`config.mk`:
```
export PLATFORM = sky130hd
export DESIGN_NAME = scan_index_gen
export DESIGN_NICKNAME = d
export VERILOG_FILES = /design/src/rtl/scan_index_gen.sv
export SDC_FILE = /design/constraint.sdc
export NUM_CORES = 1
export LEC_CHECK = 0
export CAP_MARGIN = 20
export CORE_ASPECT_RATIO = 1.5
export CORE_MARGIN = 3
export CORE_UTILIZATION = 36
export CTS_CLUSTER_SIZE = 20
export DETAILED_ROUTE_END_ITERATION = 10
export SYNTH_ARGS = -nofsm -noshare
export SYNTH_HDL_FRONTEND = slang
export SYNTH_SLANG_ARGS = --single-unit
```
`constraint.sdc`:
```
create_clock -name clk -period 1.9 [get_ports clk]
set_clock_uncertainty 0.05 [all_clocks]
set_input_delay 0.19 -clock clk [delete_from_list [all_inputs] [get_ports clk]]
set_output_delay 0.19 -clock clk [all_outputs]
set_load 0.005 [all_outputs]
```
`src/rtl/scan_index_gen.sv`:
```
// scan_index_gen: dwell-timed 3-bit index scanner driving a 3-to-8 decoder
module scan_index_gen #(
    parameter int DWELL_W = 4
) (
    input  logic               clk,
    input  logic               rst,
    input  logic               start,
    input  logic               stop,
    input  logic               dir,
    input  logic               cont,
    input  logic [DWELL_W-1:0] dwell,
    output logic [2:0]         sel,
    output logic               en,
    output logic               busy,
    output logic               done
);
    typedef enum logic [1:0] {IDLE, SCAN, DONE} state_t;
    state_t state_q, state_d;
    logic [2:0] sel_q, sel_d, pos_q, pos_d;
    logic [DWELL_W-1:0] cnt_q, cnt_d, dwell_q, dwell_d;
    logic dir_q, dir_d, cont_q, cont_d;
    logic last;
    assign last = (cnt_q == '0) && (pos_q == 3'd7);
    // state and datapath registers
    always_ff @(posedge clk) begin
        if (rst) begin
            state_q <= IDLE;
            sel_q   <= '0;
            pos_q   <= '0;
            cnt_q   <= '0;
            dwell_q <= '0;
            dir_q   <= 1'b0;
            cont_q  <= 1'b0;
        end else begin
            state_q <= state_d;
            sel_q   <= sel_d;
            pos_q   <= pos_d;
            cnt_q   <= cnt_d;
            dwell_q <= dwell_d;
            dir_q   <= dir_d;
            cont_q  <= cont_d;
        end
    end
    // next state: stop wins over advance and pass completion
    always_comb begin
        state_d = state_q;
        case (state_q)
            IDLE:    state_d = start ? SCAN : IDLE;
            SCAN:    state_d = stop ? IDLE : (last && !cont_q) ? DONE : SCAN;
            default: state_d = IDLE;
        endcase
    end
    // datapath: latch settings at start, count down dwell, step index at zero
    always_comb begin
        sel_d   = sel_q;
        pos_d   = pos_q;
        cnt_d   = cnt_q;
        dwell_d = dwell_q;
        dir_d   = dir_q;
        cont_d  = cont_q;
        if (state_q == IDLE && start) begin
            sel_d   = dir ? 3'd7 : 3'd0;
            pos_d   = '0;
            cnt_d   = dwell;
            dwell_d = dwell;
            dir_d   = dir;
            cont_d  = cont;
        end else if (state_q == SCAN && !stop) begin
            if (cnt_q != '0) begin
                cnt_d = cnt_q - 1'b1;
            end else if (!(last && !cont_q)) begin
                sel_d = dir_q ? sel_q - 3'd1 : sel_q + 3'd1;
                pos_d = pos_q + 3'd1;
                cnt_d = dwell_q;
            end
        end
    end
    // outputs come straight from registers
    always_comb begin
        sel  = sel_q;
        en   = state_q == SCAN;
        busy = state_q == SCAN;
        done = state_q == DONE;
    end
endmodule

```
==> results of run 1 <==
[state kept, by name, indices dropped and copies added (netlist names)]
name,count
cont_q,1
state_q,2
pos_q,3
sel,3
dwell_q,4
dir_q,1
cnt_q,4
[metrics by stage]
step	utilization [%]	power [mW]	cell area [µm²]	instances	setup slack, ns
global route	49.92	0.8833	1167	154	0.04653
finish	49.92	0.8317	1167	154	0.1666
detailed placement	48.21	0.5984	1127	150	0.07931
CTS	49.76	0.8372	1164	154	0.1025
floorplan	-	0.5256	919.6	110	0.1600
global placement	48.21	0.5965	1127	150	0.1273
[area by class of cell]
class,instances,area (µm²),area share [%]
multi-input cells,79,509.2,43.62
flip-flops and latches,18,360.3,30.87
repair buffers,22,202.7,17.36
clock buffers,4,36.28,3.108
inverters,8,30.03,2.572
well taps,23,28.78,2.465
[critical path: cells and delay by family, from the launching register on]
family | cells | cell delay [ns]
AOI/OAI and AO/OA | 1 | 0.15
adders and majority gates | 2 | 0.36
DFF | 1 | 0.34
and+or+nand+nor | 3 | 0.78
[metal layers]
layer / track usage (%) / part of all wire, % / vias to the layer above
met4: 7.266 / 0.72 / 0
met1: 16.77 / 46 / 370
met5: 0 / 0 / -
met2: 21.48 / 50 / 12
li1: - / - / 425
met3: 2.368 / 2.6 / 2
[kinds of logic (layout without fill, tap and decap cells)]
family | count (synthesis) | after routing | share of synthesized area [%]
multiplexers | 3 | 3 | 3.401
buffers and inverters | 13 | 34 | 5.850
adder cells (fa/ha/maj) | 4 | 4 | 6.259
AO/OA/AOI/OAI | 29 | 29 | 18.78
flip-flops | 18 | 18 | 39.18
AND/OR/NAND/NOR | 40 | 40 | 23.67
XOR/XNOR | 3 | 3 | 2.858
[power by group]
group | total [mW] | switching (mW) | internal, mW
Sequential | 0.420 | 0.0201 | 0.400
Clock | 0.242 | 0.125 | 0.117
Combinational | 0.170 | 0.0788 | 0.0911
Total | 0.832 | 0.224 | 0.608
[path summary, 6_finish.rpt]
| path | start | to | slack [ns] |
|---|---|---|---|
| setup / recovery | pos_q[0]$_SDFFE_PP0P_ | sel[2]$_SDFFE_PP0P_ | 0.17 |
| hold reg to reg | cont_q$_SDFFE_PP0P_ | cont_q$_SDFFE_PP0P_ | 0.41 |
| hold / removal | cont | cont_q$_SDFFE_PP0P_ | 0.39 |
| setup reg to reg | pos_q[0]$_SDFFE_PP0P_ | sel[2]$_SDFFE_PP0P_ | 0.17 |
[placed cells by master (no fill, tap or decap), types with 2 or more instances in the layout]
master           count
xor2_1               2
buf_4                7
dfxtp_1             18
nand2b_1             2
nand2_1             13
nor4_1               2
o31ai_1              3
nor3b_2              2
mux2i_1              2
clkbuf_4             3
inv_1                8
a21oi_1             14
o21ai_0              3
clkdlybuf4s50_1     15
a311oi_1             2
or3b_1               2
nor2_1              10
or3_1                2
ha_1                 3
[what timing repair did]
action | CTS | global route
endpoints found under the setup margin | 0 | 1
gates resized for setup | 0 | 1
hold endpoints to repair | 0 | 0
==> results.toml, run 1 <==
[outcome]
outcome = "finished clean"

[logic_synthesis]
synthDistinctLibCells = 36
synth-async-reset-ratio_pct = 0
post_synth.cell_area_avg_um2 = 8.360
synth_enable_flop_cells = 0
netlist_area_um2 = 919.6
ys.flop_type = "dfxtp_1"
ys_seq_elements = 18
yosysSeqAreaShare_pct = 39.18
synth.top_cell.area_share_pct = 39.18
synthesis.nets = 124
synth_cells = 110
synth_top_cell_by_area = "dfxtp_1"
yosys_warnings = 0
synth_most_common_cell = "dfxtp_1"
synth_common_cells = "18 x dfxtp_1, 14 x a21oi_1, 13 x nand2_1, 10 x nor2_1, 8 x inv_1"
synth.top_cells.by_area = "dfxtp_1 39%, a21oi_1 7.6%, nand2_1 5.3%"

[worst_setup_path]
worstPathRequired_ns = 2.08
cp_cell_sequence = "ha_1 -> ha_1 -> nand2b_1 -> nand3_2 -> or3_1 -> a31oi_1"
cp_common_cell = "ha_1"
reg2reg_depth = 6
crit_path_max_incr_delay_ns = 0.38
end_kind = "flop"
critical_path_class = "reg -> reg"
crit_fanout = 7
startpoint_type = "flop"
cp.arrival_ns = 1.91
slowest_stage = "or3_1"

[detailed_routing]
num_vias = 809
drt_pass1_iterations = 3
drt_drc_violations_left = 0
post_drt_via_cell_ratio = 5.253
ant_nets = 0
first_iter_violations = 11
wl_per_cell_um = 12.55
wirelength_mm = 1.932

[power_and_ir_drop]
power_density_nw_per_um2 = 712.5
vdd_drop_max_mv = 0.3902
p_leak_nw = 0.4739

[layout]
num_antenna_cells = 0
syn2layout_area_growth_pct = 26.94
drive_gt1_share_pct = 12.98
fill_cells = 245
nets = 146

[timing]
hold_slack_ns = 0.3916
timing.final.crit_share_pct = 91.23
rsz0062_at_grt = "false"
hold_viol = 0
setup_viol = 0
worst_pin_slew_ns = 0.2935
period_needed_ns = 1.733
fin_tns_setup_ns = 0
clock.fmax_mhz = 576.9
slew_headroom_pct = 80.37
finalMaxSlewViolations = 0

[floorplanning]
initial_core_util_pct = 39.33
rows = 21
die_area_um2 = 3209
pin_count = 16
chipHeight_um = 67.90
coreArea_um2 = 2338
die_w_um = 47.27

[global_routing]
grt_pass1_wl_mm = 3.111
track_usage_pct = 13.54
grt_pass1_vias = 714
antenna_found_initial = 0
grt_max_degree = 11
grt-ovfl-total = 0

[clocking]
clkTransAtPathRegs_ns = 0.11
root_buffer = "clkbuf_4"
cts_num_sinks = 18
htree_levels = 1
post_cts_buffers = 0
clockBufferDepth = 2
clk_latency_ns = 0.29
cts_tree = "built"
cts_hold_buf = 0
numCtsBuffers = 3

[place]
io_buffers = 15
gp_congestion = 0.8183
dp_hpwl_mm = 1.511

[min_path]
holdPathStages = 3
hp-class = "in -> reg"

[flow_run]
maxCapViolCount = 0
Power figures use the tool's default switching activity.
==> inputs of run 2 (changes only) <==
==> constraint.sdc (replaced) <==
create_clock -name clk -period 1.6 [get_ports clk]
set_clock_uncertainty 0.05 [all_clocks]
set_input_delay 0.16 -clock clk [delete_from_list [all_inputs] [get_ports clk]]
set_output_delay 0.16 -clock clk [all_outputs]
set_load 0.005 [all_outputs]
==> results.toml, run 2 (synthesis results as in run 1) <==
[timing]
timing.final.crit_share_pct = 100.7
slew_headroom_pct = 79.99
period_needed_ns = 1.611
worst_pin_slew_ns = 0.2998
clock.fmax_mhz = 620.9
rsz0062_at_grt = "true"
setup_viol = 1
hold_viol = 0
finalMaxSlewViolations = 0
fin_ws_ns = -0.01060

[place]
io_buffers = 15
place_area_um2 = 1231
dp.cells = 162
dp_hpwl_mm = 1.663
gp_congestion = 0.8009

[layout]
seq_area_um2 = 366.6
syn2layout_area_growth_pct = 45.85
stdcell_count = 168
drive_gt1_share_pct = 28.28
layout_commonest_cell = "buf_4"
multi_input_area_um2 = 571.8
postLayoutCellArea_um2 = 1341
nets = 160
num_antenna_cells = 0
fill_cells = 219
final_cell_mix = "20 x buf_4, 15 x dfxtp_1, 13 x nand2_1, 13 x a21oi_1, 12 x clkdlybuf4s50_1"
reg_top3 = "cnt_q x4, dwell_q x4"

[floorplanning]
coreArea_um2 = 2338
pin_count = 16
rows = 21
initial_core_util_pct = 39.33
die_w_um = 47.27
chipHeight_um = 67.90
die_area_um2 = 3209

[detailed_routing]
post_drt_via_cell_ratio = 5.292
drt_pass1_iterations = 4
first_iter_violations = 26
wirelength_mm = 2.186
drt_drc_violations_left = 0
wl_per_cell_um = 13.01
num_vias = 889
ant_nets = 0

[clocking]
clk_latency_ns = 0.29
numCtsBuffers = 3
htree_levels = 1
clkTransAtPathRegs_ns = 0.10
cts_num_sinks = 18
cts_tree = "built"
clockBufferDepth = 2
root_buffer = "clkbuf_4"

[worst_setup_path]
end_kind = "flop"
crit_fanout = 4
critical_path_class = "reg -> reg"
worstPathRequired_ns = 1.75
cp.arrival_ns = 1.76
startpoint_type = "flop"

[global_routing]
grt_pass1_vias = 857
track_usage_pct = 15.99
grt_pass1_wl_mm = 3.677
grt-ovfl-total = 0
grt_max_degree = 11
antenna_found_initial = 0

[power_and_ir_drop]
power_density_nw_per_um2 = 781.1
vdd_drop_max_mv = 0.4995
p_leak_nw = 0.5573

[outcome]
violations = "setup timing"
outcome = "finished, violations left"

[min_path]
hp-class = "in -> reg"

[flow_run]
maxCapViolCount = 0
run 2: changes by cell type in the layout (fill, tap and decap cells not counted), moves of 3 or more:
cell | previous run | this run
dfxtp_1 | 18 | 15
buf_4 | 7 | 20
clkdlybuf4s50_1 | 15 | 12
dlygate4sd2_1 | 0 | 3
run 2: cell type report:
type / instances / area share (%)
clock buffers: 4 / 2.705
inverters: 8 / 2.239
multi-input cells: 79 / 42.63
flip-flops and latches: 18 / 27.33
well taps: 23 / 2.146
repair buffers: 36 / 22.95
run 2: critical path, stage by stage, from the launching register on:
cell	delay (ns)
dfxtp_2	0.34
inv_2	0.06
ha_4	0.14
or3b_4	0.41
buf_6	0.14
a21oi_2	0.09
o21ai_1	0.06
a311oi_1	0.23
run 2: report_power, final:
part	internal, mW	leakage, nW	switching, mW
Sequential	0.474	0.149	0.0218
Clock	0.139	0.0210	0.137
Combinational	0.153	0.387	0.123
Total	0.766	0.557	0.282
run 2: path summary, 6_finish.rpt:
kind | from | endpoint | slack [ns] | cells past startpoint
hold reg to reg | dwell_q[3]$_SDFFE_PP0P_ | dwell_q[3]$_SDFFE_PP0P_ | 0.42 | 2
setup / recovery | cnt_q[0]$_SDFFE_PP0P_ | cnt_q[0]$_SDFFE_PP0P_ | -0.01 | 7
setup reg to reg | cnt_q[0]$_SDFFE_PP0P_ | cnt_q[0]$_SDFFE_PP0P_ | -0.01 | 7
hold / removal | cont | cont_q$_SDFFE_PP0P_ | 0.37 | 3
run 2: metrics by stage:
| stage | hold WS [ns] | total power [mW] | TNS, ns | utilization [%] | setup WS [ns] |
|---|---|---|---|---|---|
| 2_1_floorplan | 0.1866 | 0.6322 | 0 | - | 0.005878 |
| 3_3_place_gp | 0.3851 | 0.7443 | -0.5197 | 52.65 | -0.1305 |
| 3_5_place_dp | 0.3952 | 0.7496 | -0.5704 | 52.65 | -0.1411 |
| 4_1_cts | 0.3541 | 1.050 | 0 | 56.34 | 0.0003672 |
| 5_1_grt | 0.3556 | 1.112 | -0.1998 | 57.36 | -0.06335 |
| 6_report | 0.3705 | 1.048 | -0.01060 | 57.36 | -0.01060 |
run 2: metal layers:
metal	vias up	routed length [µm]	GRT usage [%]
met5	-	0	0
met4	0	44	7.958
met3	6	66	3.158
met2	17	1154	26.34
met1	413	921	18.93
li1	453	-	-
run 2: what timing repair did:
item | 4_1_cts | 5_1_grt
gates resized for setup | 16 | 6
buffers inserted | 2 | 0
hold buffers | 0 | 0
pin swaps | 2 | 5
endpoints found under the setup margin | 8 | 4
